### src/rtl/ativiade5_mem_test_pkg.sv
`default_nettype none
// +----------------------------------------------------------------------------+
// | Module   : ativiade5_mem_test_pkg                                          |
// | Purpose  : Shared types and constants for the Avalon-MM RAM test master.   |
// | Revision : 1.0                                                             |
// +----------------------------------------------------------------------------+
package ativiade5_mem_test_pkg;

    typedef enum logic [2:0] {
        ST_IDLE    = 3'd0,
        ST_WR      = 3'd1,
        ST_RD_REQ  = 3'd2,
        ST_RD_WAIT = 3'd3,
        ST_FIN     = 3'd4
    } state_t;

    localparam logic [1:0] MODE_FILL        = 2'b00;
    localparam logic [1:0] MODE_VERIFY      = 2'b01;
    localparam logic [1:0] MODE_FILL_VERIFY = 2'b10;

    localparam logic [31:0] LFSR_TAPS          = 32'h8020_0003;
    localparam logic [31:0] LFSR_SEED_ZERO_SUB = 32'h0000_0001;

    // Right-shifting Galois step: feedback taps applied when bit 0 falls out.
    function automatic logic [31:0] lfsr_step(input logic [31:0] v);
        return v[0] ? ((v >> 1) ^ LFSR_TAPS) : (v >> 1);
    endfunction

endpackage
`default_nettype wire

### src/rtl/ativiade5_mem_test_master_pattern.sv
`default_nettype none
// +----------------------------------------------------------------------------+
// | Module   : ativiade5_mem_test_pattern                                      |
// | Purpose  : Test-data generator; incrementing count, or a Galois LFSR when  |
// |            MEM_TEST_LFSR_EN is defined.                                    |
// | Revision : 1.0                                                             |
// +----------------------------------------------------------------------------+
module ativiade5_mem_test_pattern
    import ativiade5_mem_test_pkg::*;
#(
    parameter int DATA_W = 32
) (
    input  logic              clk,
    input  logic              reset,
    input  logic              load,
    input  logic              advance,
    input  logic [DATA_W-1:0] seed,
    output logic [DATA_W-1:0] data
);

    logic [DATA_W-1:0] r_data;

`ifdef MEM_TEST_LFSR_EN
    // An all-zero LFSR state would lock up, so a zero seed is substituted.
    always_ff @(posedge clk) begin
        if (reset) begin
            r_data <= '0;
        end else if (load) begin
            r_data <= (seed == '0) ? LFSR_SEED_ZERO_SUB : seed;
        end else if (advance) begin
            r_data <= lfsr_step(r_data);
        end
    end
`else
    always_ff @(posedge clk) begin
        if (reset) begin
            r_data <= '0;
        end else if (load) begin
            r_data <= seed;
        end else if (advance) begin
            r_data <= r_data + DATA_W'(1);
        end
    end
`endif

    assign data = r_data;

endmodule
`default_nettype wire

### src/rtl/ativiade5_mem_test_master.sv
`default_nettype none
// +----------------------------------------------------------------------------+
// | Module   : ativiade5_mem_test_master                                       |
// | Purpose  : Avalon-MM initiator that fills and/or verifies a RAM word range.|
// |            Define MEM_TEST_LFSR_EN for an LFSR pattern instead of a count. |
// | Revision : 1.0                                                             |
// +----------------------------------------------------------------------------+
module ativiade5_mem_test_master
    import ativiade5_mem_test_pkg::*;
#(
    parameter int ADDR_W = 10,
    parameter int DATA_W = 32,
    parameter int BE_W   = 4
) (
    input  logic              clk,
    input  logic              reset,
    input  logic              start,
    input  logic [1:0]        mode,
    input  logic [ADDR_W-1:0] base_addr,
    input  logic [ADDR_W:0]   length,
    input  logic [DATA_W-1:0] seed,
    output logic              busy,
    output logic              done,
    output logic              error,
    output logic [ADDR_W:0]   err_count,
    output logic [ADDR_W-1:0] first_err_addr,
    output logic [ADDR_W-1:0] avm_address,
    output logic              avm_chipselect,
    output logic              avm_write,
    output logic              avm_read,
    output logic [DATA_W-1:0] avm_writedata,
    output logic [BE_W-1:0]   avm_byteenable,
    input  logic              avm_waitrequest,
    input  logic [DATA_W-1:0] avm_readdata,
    input  logic              avm_readdatavalid
);

    localparam logic [ADDR_W:0]   c_one_len  = (ADDR_W + 1)'(1);
    localparam logic [ADDR_W-1:0] c_one_addr = ADDR_W'(1);

    state_t            r_state;
    logic [1:0]        r_mode;
    logic [ADDR_W-1:0] r_base;
    logic [ADDR_W-1:0] r_addr;
    logic [ADDR_W:0]   r_len;
    logic [ADDR_W:0]   r_index;
    logic [DATA_W-1:0] r_seed;
    logic              r_busy;
    logic              r_done;
    logic              r_error;
    logic              r_write;
    logic              r_read;
    logic [ADDR_W:0]   r_err_count;
    logic [ADDR_W-1:0] r_first_err;

    logic              w_last;
    logic              w_wr_acc;
    logic              w_rd_valid;
    logic              w_mismatch;
    logic              w_pat_load;
    logic              w_pat_adv;
    logic [DATA_W-1:0] w_pat_seed;
    logic [DATA_W-1:0] w_pat_data;

    assign w_last     = (r_index == (r_len - c_one_len));
    assign w_wr_acc   = r_write & ~avm_waitrequest;
    assign w_rd_valid = (r_state == ST_RD_WAIT) & avm_readdatavalid;
    assign w_mismatch = w_rd_valid & (avm_readdata != w_pat_data);

    // The generator tracks pattern(index): loaded at start, reloaded when a
    // fill hands over to verify, and stepped once per completed word.
    assign w_pat_load = ((r_state == ST_IDLE) & start)
                      | (w_wr_acc & w_last & (r_mode == MODE_FILL_VERIFY));
    assign w_pat_seed = (r_state == ST_IDLE) ? seed : r_seed;
    assign w_pat_adv  = w_wr_acc | w_rd_valid;

    ativiade5_mem_test_pattern #(
        .DATA_W (DATA_W)
    ) u_pattern (
        .clk     (clk),
        .reset   (reset),
        .load    (w_pat_load),
        .advance (w_pat_adv),
        .seed    (w_pat_seed),
        .data    (w_pat_data)
    );

    always_ff @(posedge clk) begin
        if (reset) begin
            r_state     <= ST_IDLE;
            r_mode      <= MODE_FILL;
            r_base      <= '0;
            r_addr      <= '0;
            r_len       <= '0;
            r_index     <= '0;
            r_seed      <= '0;
            r_busy      <= 1'b0;
            r_done      <= 1'b0;
            r_error     <= 1'b0;
            r_write     <= 1'b0;
            r_read      <= 1'b0;
            r_err_count <= '0;
            r_first_err <= '0;
        end else begin
            r_done <= 1'b0;
            case (r_state)
                ST_IDLE: begin
                    if (start) begin
                        r_mode      <= (mode == 2'b11) ? MODE_FILL : mode;
                        r_base      <= base_addr;
                        r_addr      <= base_addr;
                        r_len       <= length;
                        r_seed      <= seed;
                        r_index     <= '0;
                        r_error     <= 1'b0;
                        r_err_count <= '0;
                        r_first_err <= '0;
                        if (length == '0) begin
                            r_state <= ST_FIN;
                        end else if (mode == MODE_VERIFY) begin
                            r_state <= ST_RD_REQ;
                            r_read  <= 1'b1;
                            r_busy  <= 1'b1;
                        end else begin
                            r_state <= ST_WR;
                            r_write <= 1'b1;
                            r_busy  <= 1'b1;
                        end
                    end
                end
                ST_WR: begin
                    if (!avm_waitrequest) begin
                        r_addr  <= r_addr + c_one_addr;
                        r_index <= r_index + c_one_len;
                        if (w_last) begin
                            r_write <= 1'b0;
                            if (r_mode == MODE_FILL_VERIFY) begin
                                r_index <= '0;
                                r_addr  <= r_base;
                                r_read  <= 1'b1;
                                r_state <= ST_RD_REQ;
                            end else begin
                                r_busy  <= 1'b0;
                                r_state <= ST_FIN;
                            end
                        end
                    end
                end
                ST_RD_REQ: begin
                    if (!avm_waitrequest) begin
                        r_read  <= 1'b0;
                        r_state <= ST_RD_WAIT;
                    end
                end
                ST_RD_WAIT: begin
                    if (avm_readdatavalid) begin
                        if (w_mismatch) begin
                            r_error <= 1'b1;
                            if (r_err_count != '1) begin
                                r_err_count <= r_err_count + c_one_len;
                            end
                            if (!r_error) begin
                                r_first_err <= r_addr;
                            end
                        end
                        if (w_last) begin
                            r_busy  <= 1'b0;
                            r_state <= ST_FIN;
                        end else begin
                            r_index <= r_index + c_one_len;
                            r_addr  <= r_addr + c_one_addr;
                            r_read  <= 1'b1;
                            r_state <= ST_RD_REQ;
                        end
                    end
                end
                ST_FIN: begin
                    r_done  <= 1'b1;
                    r_state <= ST_IDLE;
                end
                default: begin
                    r_state <= ST_IDLE;
                end
            endcase
        end
    end

    assign busy           = r_busy;
    assign done           = r_done;
    assign error          = r_error;
    assign err_count      = r_err_count;
    assign first_err_addr = r_first_err;
    assign avm_address    = r_addr;
    assign avm_write      = r_write;
    assign avm_read       = r_read;
    assign avm_chipselect = r_write | r_read;
    assign avm_writedata  = w_pat_data;
    assign avm_byteenable = {BE_W{1'b1}};

endmodule
`default_nettype wire

### config.mk
export PLATFORM = sky130hd
export DESIGN_NAME = ativiade5_mem_test_master
export DESIGN_NICKNAME = d
export VERILOG_FILES = /design/src/rtl/ativiade5_mem_test_pkg.sv /design/src/rtl/ativiade5_mem_test_master_pattern.sv /design/src/rtl/ativiade5_mem_test_master.sv
export SDC_FILE = /design/constraint.sdc
export NUM_CORES = 1
export LEC_CHECK = 0
export CAP_MARGIN = 10
export CORE_MARGIN = 5
export CORE_UTILIZATION = 52
export CTS_BUF_LIST = sky130_fd_sc_hd__clkbuf_8 sky130_fd_sc_hd__clkbuf_16
export CTS_CLUSTER_DIAMETER = 120
export DETAILED_ROUTE_END_ITERATION = 10
export PLACE_DENSITY = 0.81
export SLEW_MARGIN = 20
export SYNTH_ARGS = -nofsm -noshare
export SYNTH_HDL_FRONTEND = slang
export SYNTH_SLANG_ARGS = --single-unit
### constraint.sdc
create_clock -name clk -period 3.9 [get_ports clk]
set_clock_uncertainty 0.1 [all_clocks]
set_input_delay 0.585 -clock clk [delete_from_list [all_inputs] [get_ports clk]]
set_output_delay 0.585 -clock clk [all_outputs]
set_load 0.1 [all_outputs]
After elaboration in Yosys (flattened, before gate mapping)
Cells that the tools add are included.
{ "totals": {"ff_bits": 137, "in_bits": 92, "output_inout_bits": 73, "wordCells": 136} }
{ "classes": {"addsub": 5, "n_eq_ne": 25, "n_mux": 65, "bitwise": 10, "n_reduce_logical": 16} }
{ "ops": {"columns": ["op", "n"], "rows": [
  ["10-bit two-way mux", 10],
  ["11-bit two-way mux", 9],
  ["32-bit two-way mux", 3],
  ["11-bit case mux with 3 select lines", 1],
  ["32-bit by 1-bit adder with 32-bit output, second input constant", 1],
  ["32-bit inequality test", 1],
  ["10-bit case mux with 3 select lines", 1],
  ["2-bit inequality test, second input constant", 13],
  ["1-bit two-way mux", 24],
  ["3-bit two-way mux", 8],
  ["11-bit by 1-bit adder with 11-bit output, second input constant", 2],
  ["11-bit case mux with 2 select lines", 1],
  ["10-bit case mux with 2 select lines", 1],
  ["5-bit AND reduction", 4],
  ["3-bit case mux with 4 select lines", 1],
  ["11-bit == test", 1],
  ["11-bit zero test", 1],
  ["11-bit inequality test, second input constant", 1],
  ["11-bit by 1-bit subtractor with 11-bit output, second input constant", 1],
  ["10-bit by 1-bit adder with 10-bit output, second input constant", 1],
  ["10-bit AND reduction", 1],
  ["8-bit AND reduction", 1],
  ["1-bit bitwise AND", 6],
  ["3-bit by 2-bit == test with 1-bit output, second input constant", 2],
  ["18 further kinds", 26]
]} }

Longest topological paths before layout
Gate-level depths: netlist of the first run.
{ "logic_depth": {"depth_word": 6, "mapped_depth": 14, "ltp_nobuf": 10} }

By module
A second synthesis of the first run with hierarchy kept.
{ "hier_totals": {"hier_cells": 1094, "area_unflattened_um2": 8116.5} }
{ "by_module_without_submodules": {"columns": ["module", "instances", "cells_each", "area_each_um2", "seq_area_each_um2"], "rows": [
  ["ativiade5_mem_test_master", 1, 853, 6192.2, 2102.0],
  ["ativiade5_mem_test_pattern", 1, 241, 1924.3, 640.6]
]} }

Least setup slack after synthesis of the first run
OpenSTA, ideal clock, no wires.
{ "synth_path": {"path_kind": "register -> register", "startpoint": "register u_pattern.r_data[0], in the netlist u_pattern.data[0]", "endpoint": "register u_pattern.r_data[24], in the netlist u_pattern.data[24]", "setup_ns": 0.086, "t_arrival_ns": 2.694, "t_required_ns": 3.714, "setup_slack_ns": 1.020, "stages_incl_launch_ff": 11, "n_path_buf": 1, "period_less_slack_ns": 2.880, "path_cell_list": "dfxtp_1 -> ha_1 -> and3_1 -> clkbuf_1 -> nand4_1 -> nor2_1 -> nand3_1 -> xor2_1 -> nand3_1 -> o31ai_1 -> a211oi_1"} }
{ "synth_via": {"elab_chain_len": 3} }
{ "synth_rtl": {"columns": ["item", "line", "text"], "rows": [
  ["start: declaration", "ativiade5_mem_test_master_pattern.sv:21", "logic [DATA_W-1:0] r_data;"],
  ["start signal: assignment", "ativiade5_mem_test_master_pattern.sv:41", "r_data <= r_data + DATA_W'(1);"],
  ["32-bit by 1-bit adder with 32-bit output", "ativiade5_mem_test_master_pattern.sv:41", null],
  ["32-bit two-way mux", "ativiade5_mem_test_master_pattern.sv:40", "end else if (advance) begin"],
  ["32-bit two-way mux", "ativiade5_mem_test_master_pattern.sv:38", "end else if (load) begin"]
]} }
Every way passes these cells. The select of a mux whose other input is x is not followed.
A chain may end at the register's enable or synchronous reset.

Worst setup path in the final report of the first run
{ "layout_path": {"startpoint": "register r_len[0]", "endpoint": "register r_addr[4], in the netlist avm_address[4]"} }
{ "layout_via": {"elab_chain_len": 5, "elab_cells_between_ends": 7, "cone_classes": "add/sub (1); eq/ne (2); mux (3); reduce/logical (1)"} }
{ "layout_rtl": {"columns": ["item", "line", "text"], "rows": [
  ["start: declaration", "ativiade5_mem_test_master.sv:45", "logic [ADDR_W:0] r_len;"],
  ["start signal: assignment", "ativiade5_mem_test_master.sv:112", "r_len <= length;"],
  ["11-bit by 1-bit subtractor with 11-bit output (*)", "ativiade5_mem_test_master.sv:65", "assign w_last = (r_index == (r_len - c_one_len));"],
  ["11-bit == test (*)", "ativiade5_mem_test_master.sv:65", null],
  ["10-bit two-way mux", "ativiade5_mem_test_master.sv:135", "if (w_last) begin"],
  ["10-bit two-way mux", "ativiade5_mem_test_master.sv:132", "if (!avm_waitrequest) begin"],
  ["10-bit case mux with 3 select lines", "ativiade5_mem_test_master.sv:106", "case (r_state)"],
  ["end signal: assignment", "ativiade5_mem_test_master.sv:111", "r_addr <= base_addr;"],
  ["end signal: assignment", "ativiade5_mem_test_master.sv:133", "r_addr <= r_addr + c_one_addr;"],
  ["end signal: assignment", "ativiade5_mem_test_master.sv:139", "r_addr <= r_base;"],
  ["end: declaration", "ativiade5_mem_test_master.sv:44", "logic [ADDR_W-1:0] r_addr;"]
]} }
Every way passes the cells marked *; elsewhere a longest branch is shown, timed or not. The select of a mux whose other input is x is not followed.

==> impl_metrics.tcl, run 1 <==
set metrics [dict create \
    status "complete, no violations" \
    worstPathRequired_ns 4.14 \
    post-route-period-util 0.873 \
    vdd_ir_drop_max_v 0.000916 \
    clk_latency_ns 0.43 \
    gp_congestion 0.951 \
    power_switching_mw 3.97 \
    fin_crit_ns 3.40 \
    postCtsSetupRepairBufs 0 \
    track_usage 0.272 \
    drive_gt1_frac 0.0643 \
    cts_max_level 4 \
    cts_buffers 17 \
    antenna_found_initial 0 \
    final_common_cell "nand2_1" \
    drt-total-wl_um 24400 \
    comb_power_share 0.509 \
    place_area_um2 9430 \
    drc_errors 0 \
    finalSetupViolCount 0 \
    rsz0062_at_grt "no" \
    grt_pass1_vias 7777 \
    cts_tree "built" \
    coreArea_um2 14600 \
    rows 44 \
    synth.avg_cell_area_um2 7.59 \
    final_cell_area_um2 10000 \
    clock-sinks 137 \
    p_leak_nw 3.71 \
    synth_compound_area_frac 0.225 \
    synth-adder-area-share 0.00802 \
    die_y_um 132 \
    timing.fmax_ghz 0.294 \
    cellPowerDensity_nw_per_um2 780 \
    postCtsResizedCells 0 \
    muxShareOfSynthArea 0.0185 \
    dr.pass1.iters 5 \
    syn_area_um2 7800 \
    fin_nets 1251 \
    final_util 0.685 \
    die_area_um2 17500 \
    synth_top_family_by_area "simple AND/OR/NAND/NOR gates" \
    synth_cell_types 77 \
    cts.clk_slew.worst_paths_ns 0.06 \
    cap_viol_max_count 0 \
    drt_iter0_drc 899 \
    initial_core_util 0.533 \
    cts_hold_buffers 0 \
    hold_viol_final 0 \
    yosysWarnings 0 \
    synth_edf_count 0 \
    diodes 0 \
    routed_via_density 6.14 \
    seq_power_share 0.281 \
    setup.worst_path.end_class "register" \
    chipWidth_um 132 \
    root_buffer "clkbuf_16" \
    synth-seq-cells 137 \
    hold_path.class "reg -> reg" \
    path_class "reg -> reg" \
    critPathLaunchType "register" \
    port_buffers 160 \
    yosysSeqAreaShare 0.352 \
    cp.arrival_ns 3.65 \
    vias 8291 \
    tightestPinTransition_ns 1.02 \
    grt_pass1_wl_um 39300 \
    grt_start_max_net_pins 61 \
    synthXorXnorAreaFrac 0.0708 \
    tns_ns 0 \
    ant_nets 0 \
    path_max_fanout 12 \
    ios 165 \
    sw_frac_of_total 0.508 \
    async_flop_share 0 \
    ys.flop_type "dfxtp_1" \
    synthToLayoutAreaGrowth_pct 28.6 \
    timing.slew.headroom 0.318 \
    place_hpwl_um 17000 \
    grt_overflow 0 \
    synthSimpleGateAreaFrac 0.273 \
    syn_inst 1028 \
    clock_path_buffers 2 \
    post_drt_wl_per_cell_um 18.0 \
    pwr-share-clk 0.211 \
    total_power_mw 7.82 \
    final_cell_mix "nand2_1 (205), clkdlybuf4s50_1 (159), dfxtp_1 (137), a21oi_1 (109), nor2_1 (91)" \
    slew_viol_final 0 \
    p_int_mw 3.85 \
]
==> power groups by stage <==
stage | Combinational (mW) | Clock (mW) | Sequential (mW)
floorplan | 1.77 | 0 | 3.34
global placement | 3.90 | 0 | 2.20
detailed placement | 3.94 | 0 | 2.21
CTS | 3.95 | 1.65 | 2.18
global route | 4.23 | 1.72 | 2.24
finish | 3.98 | 1.65 | 2.20
==> routing by layer <==
metal,global-route usage,part of all wire,wire length (µm),vias to the layer above
met5,0,0,0,-
met4,0.0947,0.022,539,0
met3,0.0634,0.092,2240,47
met2,0.443,0.46,11300,419
met1,0.354,0.42,10300,3886
li1,-,-,-,3939
==> worst max-delay path, stage by stage (launching register included) <==
cell and delay (ns):
dfxtp_1 0.35, inv_1 0.07, ha_1 0.33, nor4b_4 0.34, nand3_1 0.14, a221oi_2 0.56
nand4_2 0.40, o31ai_4 0.65, a21oi_1 0.11, a211oi_1 0.26
==> cells by family (layout without fill, tap and decap cells) <==
group,after synthesis,after routing
DFF,137,137
muxes,14,14
adders and majority gates,5,5
buffers and inverters,88,224
other,1,4
and+or+nand+nor,456,456
AOI/OAI and AO/OA,264,264
xor gates and xnor gates,63,63
==> through the flow <==
stage / hold WS [ns] / std cells / setup WS (ns)
finish: 0.354 / 1351 / 0.496
global route: 0.376 / 1351 / 0.279
CTS: 0.354 / 1351 / 0.537
detailed placement: 0.346 / 1319 / 0.553
global placement: 0.339 / 1319 / 0.703
floorplan: 0.331 / 1031 / 1.02
==> synth_stat cells, types with 4 or more instances <==
master / instances / area [µm²]
buf_4: 5 / 37.5
mux2i_1: 11 / 110
inv_1: 15 / 56.3
buf_6: 7 / 78.8
clkbuf_1: 46 / 173
a211oi_2: 4 / 50.1
buf_2: 7 / 35.0
nor4_1: 17 / 106
xnor2_1: 9 / 78.8
nand2b_1: 5 / 31.3
nor2_1: 92 / 345
nand3_1: 40 / 200
o31ai_1: 6 / 45.0
a21oi_1: 109 / 546
and3_1: 30 / 188
nand2_1: 206 / 773
buf_1: 6 / 22.5
o22ai_1: 11 / 68.8
o21ai_1: 4 / 20.0
dfxtp_1: 137 / 2740
a221oi_1: 6 / 52.6
o21ai_0: 26 / 130
o211ai_1: 28 / 210
xor2_1: 54 / 473
nor3_1: 13 / 65.1
a32o_1: 7 / 70.1
a211oi_1: 9 / 67.6
a31oi_1: 10 / 62.6
nand4_1: 18 / 113
nor3b_1: 9 / 67.6
ha_1: 5 / 62.6
or3_1: 4 / 25.0
==> final timing paths <==
path / slack (ns) / to / cells after the start / startpoint
min reg2reg: 0.35 / r_seed[1]$_SDFFE_PP0P_ / 2 / r_seed[1]$_SDFFE_PP0P_
min: 0.35 / r_seed[1]$_SDFFE_PP0P_ / 2 / r_seed[1]$_SDFFE_PP0P_
max: 0.50 / avm_address[4]$_SDFFE_PP0P_ / 9 / r_len[0]$_SDFFE_PP0P_
max reg2reg: 0.50 / avm_address[4]$_SDFFE_PP0P_ / 9 / r_len[0]$_SDFFE_PP0P_
==> state kept, by name, summed over array words and instances, names as in the netlist <==
name,cells
avm_address,10
avm_read,1
avm_write,1
busy,1
done,1
err_count,11
error,1
first_err_addr,10
r_base,10
r_index,11
r_len,11
r_mode,2
r_seed,32
r_state,3
u_pattern.data,32
==> cell type report <==
class	instances	area, µm²
Clock buffer	17	425
Tap cell	184	230
Clock inverter	15	176
Fill cell	1231	4620
Sequential cell	137	2740
Inverter	17	63.8
Timing Repair Buffer	175	1710
Multi-Input combinational cell	806	4680
(Power assumes the default switching activity.)
==> run 2: changes to the inputs <==
Settings changed: CELL_PAD_IN_SITES_DETAIL_PLACEMENT from default to 0, CELL_PAD_IN_SITES_GLOBAL_PLACEMENT from default to 2, CORE_UTILIZATION 52 to 29, PLACE_DENSITY 0.81 to default, PLACE_DENSITY_LB_ADDON from default to 0.1.
==> run 2 against run 1 <==
Combinational power up 2%; sequential power about the same; non-clock buffer count up 9; design area up 3.0%; setup slack worse by 0.049 ns; critical path type unchanged; critical endpoint is now avm_address[1]$_SDFFE_PP0P_.
==> impl_metrics.tcl, run 2 (synthesized netlist as in run 1, its figures left out) <==
set metrics [dict create \
    synthToLayoutAreaGrowth_pct 32.4 \
    timing.rr.end "avm_address[1]$_SDFFE_PP0P_" \
    ios 165 \
    met1_length_um 13800 \
    place_hpwl_um 20700 \
    rsz0062_at_grt "no" \
    clock_path_buffers 2 \
    final_util 0.386 \
    coreArea_um2 26700 \
    grt_pass1_wl_um 45300 \
    vias 7858 \
    timing.fmax_ghz 0.290 \
    hold_viol_final 0 \
    routed_via_density 5.18 \
    setup_slack_ns 0.448 \
    postCtsResizedCells 0 \
    grt_start_max_net_pins 61 \
    p_leak_nw 3.77 \
    cts_hold_buffers 0 \
    cap_viol_max_count 0 \
    fin_crit_ns 3.45 \
    tns_ns 0 \
    die_y_um 174 \
    post-route-period-util 0.885 \
    path_class "reg -> reg" \
    gp_congestion 0.766 \
    timing.slew.headroom 0.333 \
    critPathLaunchType "register" \
    drive_gt1_frac 0.0714 \
    slew_viol_final 0 \
    root_buffer "clkbuf_16" \
    die_area_um2 30300 \
    drt-total-wl_um 28900 \
    path_max_fanout 19 \
    cts_max_level 4 \
    register_area_um2 2740 \
    multiInputGateArea_um2 4680 \
    dr_wl_met3_um 1190 \
    rrSetupSlack_ns 0.45 \
    whs_path_depth 2 \
    total_power_mw 8.09 \
    grt_overflow 0 \
    fin_nets 1260 \
    final_cell_mix "nand2_1 (205), clkdlybuf4s50_1 (159), dfxtp_1 (137), a21oi_1 (109), nor2_1 (91)" \
    tightestPinTransition_ns 0.998 \
    post_drt_wl_per_cell_um 19.0 \
    track_usage 0.186 \
    hp-start "r_seed[27]$_SDFFE_PP0P_" \
    port_buffers 160 \
    fillers 2824 \
    initial_core_util 0.292 \
    cts_buffers 17 \
    postCtsSetupRepairBufs 0 \
    chipWidth_um 174 \
    status "complete, no violations" \
    dr.pass1.iters 5 \
    clk_latency_ns 0.43 \
    ant_nets 0 \
    cts_tree "built" \
    rows 60 \
    hold_path.class "reg -> reg" \
    cp.arrival_ns 3.68 \
    final_common_cell "nand2_1" \
    r2r.worst_path.cells 8 \
    worstPathRequired_ns 4.13 \
    finalSetupViolCount 0 \
    diodes 0 \
    drc_errors 0 \
    post-place-ws_ns 0.431 \
    clock-sinks 137 \
    cts.clk_slew.worst_paths_ns 0.07 \
    rr_startpoint "r_len[0]$_SDFFE_PP0P_" \
    grt_pass1_vias 7660 \
    final_cell_area_um2 10300 \
    antenna_found_initial 0 \
    place_area_um2 9690 \
    setup.worst_path.end_class "register" \
    wl_met2_um 13600 \
    holdPathEnd "r_seed[27]$_SDFFE_PP0P_" \
    vdd_ir_drop_max_v 0.000486 \
    top_layer "met4" \
    drt_iter0_drc 498 \
    cellPowerDensity_nw_per_um2 783 \
]
-- run 2: cell types whose count changed in the layout (fill, tap and decap cells not counted) --
cell,previous run,this run
inv_8,0,1
bufinv_16,3,4
buf_4,16,25
clkinvlp_4,3,2
clkinv_2,4,1
clkinv_4,4,2
inv_6,1,5
-- run 2: final cells by class --
cell class	instances	area share
Clock buffer	17	0.0412
Clock inverter	15	0.0206
Inverter	17	0.00618
Multi-Input combinational cell	806	0.453
Sequential cell	137	0.266
Tap cell	341	0.0413
Timing Repair Buffer	184	0.172
-- run 2: power breakdown --
group | switching (mW) | leakage [nW] | internal (mW)
Clock | 0.713 | 0.307 | 1.09
Combinational | 2.91 | 2.34 | 1.16
Sequential | 0.498 | 1.12 | 1.71
-- run 2: worst max-delay path by stage --
stage | slack (ns) | to | start | cells past startpoint
2_1_floorplan | 1.02 | u_pattern.data[24]$_SDFFE_PP0P_ | u_pattern.data[0]$_SDFFE_PP0P_ | 10
3_5_place_dp | 0.43 | err_count[8]$_SDFFE_PP0P_ | avm_readdata[0] | 10
3_3_place_gp | 0.42 | err_count[8]$_SDFFE_PP0P_ | avm_readdata[0] | 10
4_1_cts | 0.44 | avm_address[1]$_SDFFE_PP0P_ | r_len[0]$_SDFFE_PP0P_ | 8
5_1_grt | 0.08 | avm_address[8]$_SDFFE_PP0P_ | r_len[0]$_SDFFE_PP0P_ | 9
6_report | 0.45 | avm_address[1]$_SDFFE_PP0P_ | r_len[0]$_SDFFE_PP0P_ | 8
-- run 2: per-layer routing --
metal  track usage  vias up
met5             0        -
met4        0.0376        0
met3        0.0352       20
met2         0.308      176
met1         0.255     3718
li1              -     3944
-- run 2: worst max-delay path: stages, from the launching register on --
cell and delay [ns]:
dfxtp_1 0.35, inv_1 0.07, ha_1 0.33, nor4b_4 0.33, nand3_1 0.13, a221oi_2 0.56, nand4_2 0.44, o31a_1 0.67
o221a_1 0.35
-- run 2: stage by stage --
stage	hold WS, ns	cells
floorplan	0.331	1031
finish	0.351	1517
CTS	0.353	1517
global route	0.372	1517
detailed placement	0.343	1485
global placement	0.341	1485
==> run 3: changes to the inputs <==
Settings changed: PLACE_DENSITY from default to 0.9, PLACE_DENSITY_LB_ADDON 0.1 to default, REMOVE_ABC_BUFFERS from default to 1.
==> run 3 against run 2 <==
Global-route usage fell by 1.2 points; flip-flop and latch count stayed put; design area fell by 1.5%; utilization fell by 0.56 points; cell count shrank 0.59%; maximum frequency increased by 2.4%; die area unchanged; register-to-register slack improved by 0.08 ns; via count is 2.3% higher; clock power fell by 14%; critical path type unchanged; critical endpoint is now avm_address[4]$_SDFFE_PP0P_; highest routed layer is now met5.
==> impl_metrics.tcl, run 3 (synthesized netlist as in run 1, its figures left out) <==
set metrics [dict create \
    ios 165 \
    path_class "reg -> reg" \
    grt_overflow 0 \
    cts_buffers 17 \
    drt_iter0_drc 585 \
    root_buffer "clkbuf_16" \
    final_common_cell "nand2_1" \
    dr.pass1.iters 5 \
    holdPathEnd "r_base[0]$_SDFFE_PP0P_" \
    drt-total-wl_um 27100 \
    postCtsSetupRepairBufs 0 \
    path_cells "inv_1 > ha_1 > nor4b_4 > nand3_1 > a221oi_2 > nand4_2 > o31ai_4 > a21oi_1 > a211oi_1" \
    tightestPinTransition_ns 1.01 \
    rrSetupSlack_ns 0.53 \
    place_hpwl_um 19200 \
    drc_errors 0 \
    placed_cells 1476 \
    rsz0062_at_grt "no" \
    fillers 2811 \
    grt_pass1_wl_um 42800 \
    die_area_um2 30300 \
    total_power_mw 7.78 \
    timing.rr.end "avm_address[4]$_SDFFE_PP0P_" \
    timing.fmax_ghz 0.297 \
    post_drt_wl_per_cell_um 18.0 \
    diodes 0 \
    r2r.worst_path.cells 9 \
    grt_start_max_net_pins 61 \
    rr_startpoint "r_len[0]$_SDFFE_PP0P_" \
    hold_viol_final 0 \
    critPathLaunchType "register" \
    cp_slowest_stage_delay_ns 0.68 \
    antenna_found_initial 1 \
    hold_path.class "reg -> reg" \
    cts.clk_slew.worst_paths_ns 0.06 \
    fin_crit_ns 3.37 \
    clock_path_buffers 2 \
    post-place-ws_ns 0.551 \
    ant_nets 0 \
    place_area_um2 9620 \
    routed_via_density 5.33 \
    worstPathRequired_ns 4.14 \
    clk_latency_ns 0.43 \
    path_max_fanout 12 \
    cellPowerDensity_nw_per_um2 764 \
    timing.slew.headroom 0.323 \
    grt_pass1_vias 7577 \
    final_cell_area_um2 10200 \
    stdcell_count 1508 \
    port_buffers 160 \
    die_y_um 174 \
    hp-start "r_base[0]$_SDFFE_PP0P_" \
    cp.arrival_ns 3.61 \
    fin_nets 1251 \
    postCtsResizedCells 0 \
    vdd_ir_drop_max_v 0.000510 \
    chipWidth_um 174 \
    gp_congestion 0.836 \
    clock-sinks 137 \
    crit_slowest_cell "o31ai_4" \
    setup_slack_ns 0.529 \
    vias 8041 \
    p_leak_nw 3.67 \
    final_util 0.381 \
    drive_gt1_frac 0.0643 \
    final_cell_mix "nand2_1 (205), clkdlybuf4s50_1 (159), dfxtp_1 (137), a21oi_1 (109), nor2_1 (91)" \
    cts_tree "built" \
    initial_core_util 0.292 \
    cap_viol_max_count 0 \
    cts_hold_buffers 0 \
    whs_path_depth 2 \
    status "complete, no violations" \
    finalSetupViolCount 0 \
    post-route-period-util 0.864 \
    track_usage 0.174 \
    cts_max_level 4 \
    coreArea_um2 26700 \
    slew_viol_final 0 \
    rows 60 \
    setup.worst_path.end_class "register" \
    synthToLayoutAreaGrowth_pct 30.5 \
]
run 3: cell count changes in the layout (fill, tap and decap cells not counted), sizes merged:
cell,previous run,this run
buf,25,16
inv,21,16
clkinv,5,9
clkinvlp,2,6
bufinv,4,1
run 3: metal layers:
layer / vias up / GRT usage / wire (µm)
met3: 29 / 0.0461 / 1850
met2: 250 / 0.274 / 12200
met4: 2 / 0.0442 / 355
met1: 3831 / 0.239 / 12700
met5: - / 0 / 11
li1: 3929 / - / -
run 3: per-stage QoR:
| step | setup TNS, ns | hold slack, ns |
|---|---|---|
| 2_1_floorplan | -36.61 | 0.325 |
| 3_3_place_gp | 0 | 0.338 |
| 3_5_place_dp | 0 | 0.347 |
| 4_1_cts | 0 | 0.356 |
| 5_1_grt | 0 | 0.371 |
| 6_report | 0 | 0.355 |
run 3: critical path: cells and delay by family (launching register included):
kind	cells	cell delay [ns]
adders and majority gates	1	0.33
AOI/OAI and AO/OA	4	1.58
DFF	1	0.35
and+or+nand+nor	3	0.85
buffers and inverters	1	0.07
run 3: worst max path at each step:
stage | end | slack, ns | cells past startpoint | start
finish | avm_address[4]$_SDFFE_PP0P_ | 0.53 | 9 | r_len[0]$_SDFFE_PP0P_
global route | avm_address[6]$_SDFFE_PP0P_ | 0.19 | 9 | r_len[0]$_SDFFE_PP0P_
global placement | err_count[6]$_SDFFE_PP0P_ | 0.60 | 9 | avm_readdata[16]
CTS | avm_address[6]$_SDFFE_PP0P_ | 0.53 | 9 | r_len[0]$_SDFFE_PP0P_
detailed placement | avm_address[6]$_SDFFE_PP0P_ | 0.55 | 9 | r_len[0]$_SDFFE_PP0P_
floorplan | err_count[8]$_SDFFE_PP0P_ | -1.07 | 6 | r_state[1]$_SDFFE_PP0P_
run 3: layout make-up:
class                           instances  area (µm²)  share of cell area
Clock buffer                           17         425              0.0418
Clock inverter                         15         130              0.0128
Inverter                               17        63.8             0.00627
Multi-Input combinational cell        806        4680               0.460
Sequential cell                       137        2740               0.269
Tap cell                              341         427              0.0419
Timing Repair Buffer                  175        1710               0.168
run 3: report_power, final:
| part | switching [mW] | leakage [nW] | internal, mW | total, mW |
|---|---|---|---|---|
| registers | 0.521 | 1.12 | 1.71 | 2.24 |
| logic | 2.87 | 2.30 | 1.12 | 3.99 |
| clock network | 0.675 | 0.257 | 0.875 | 1.55 |
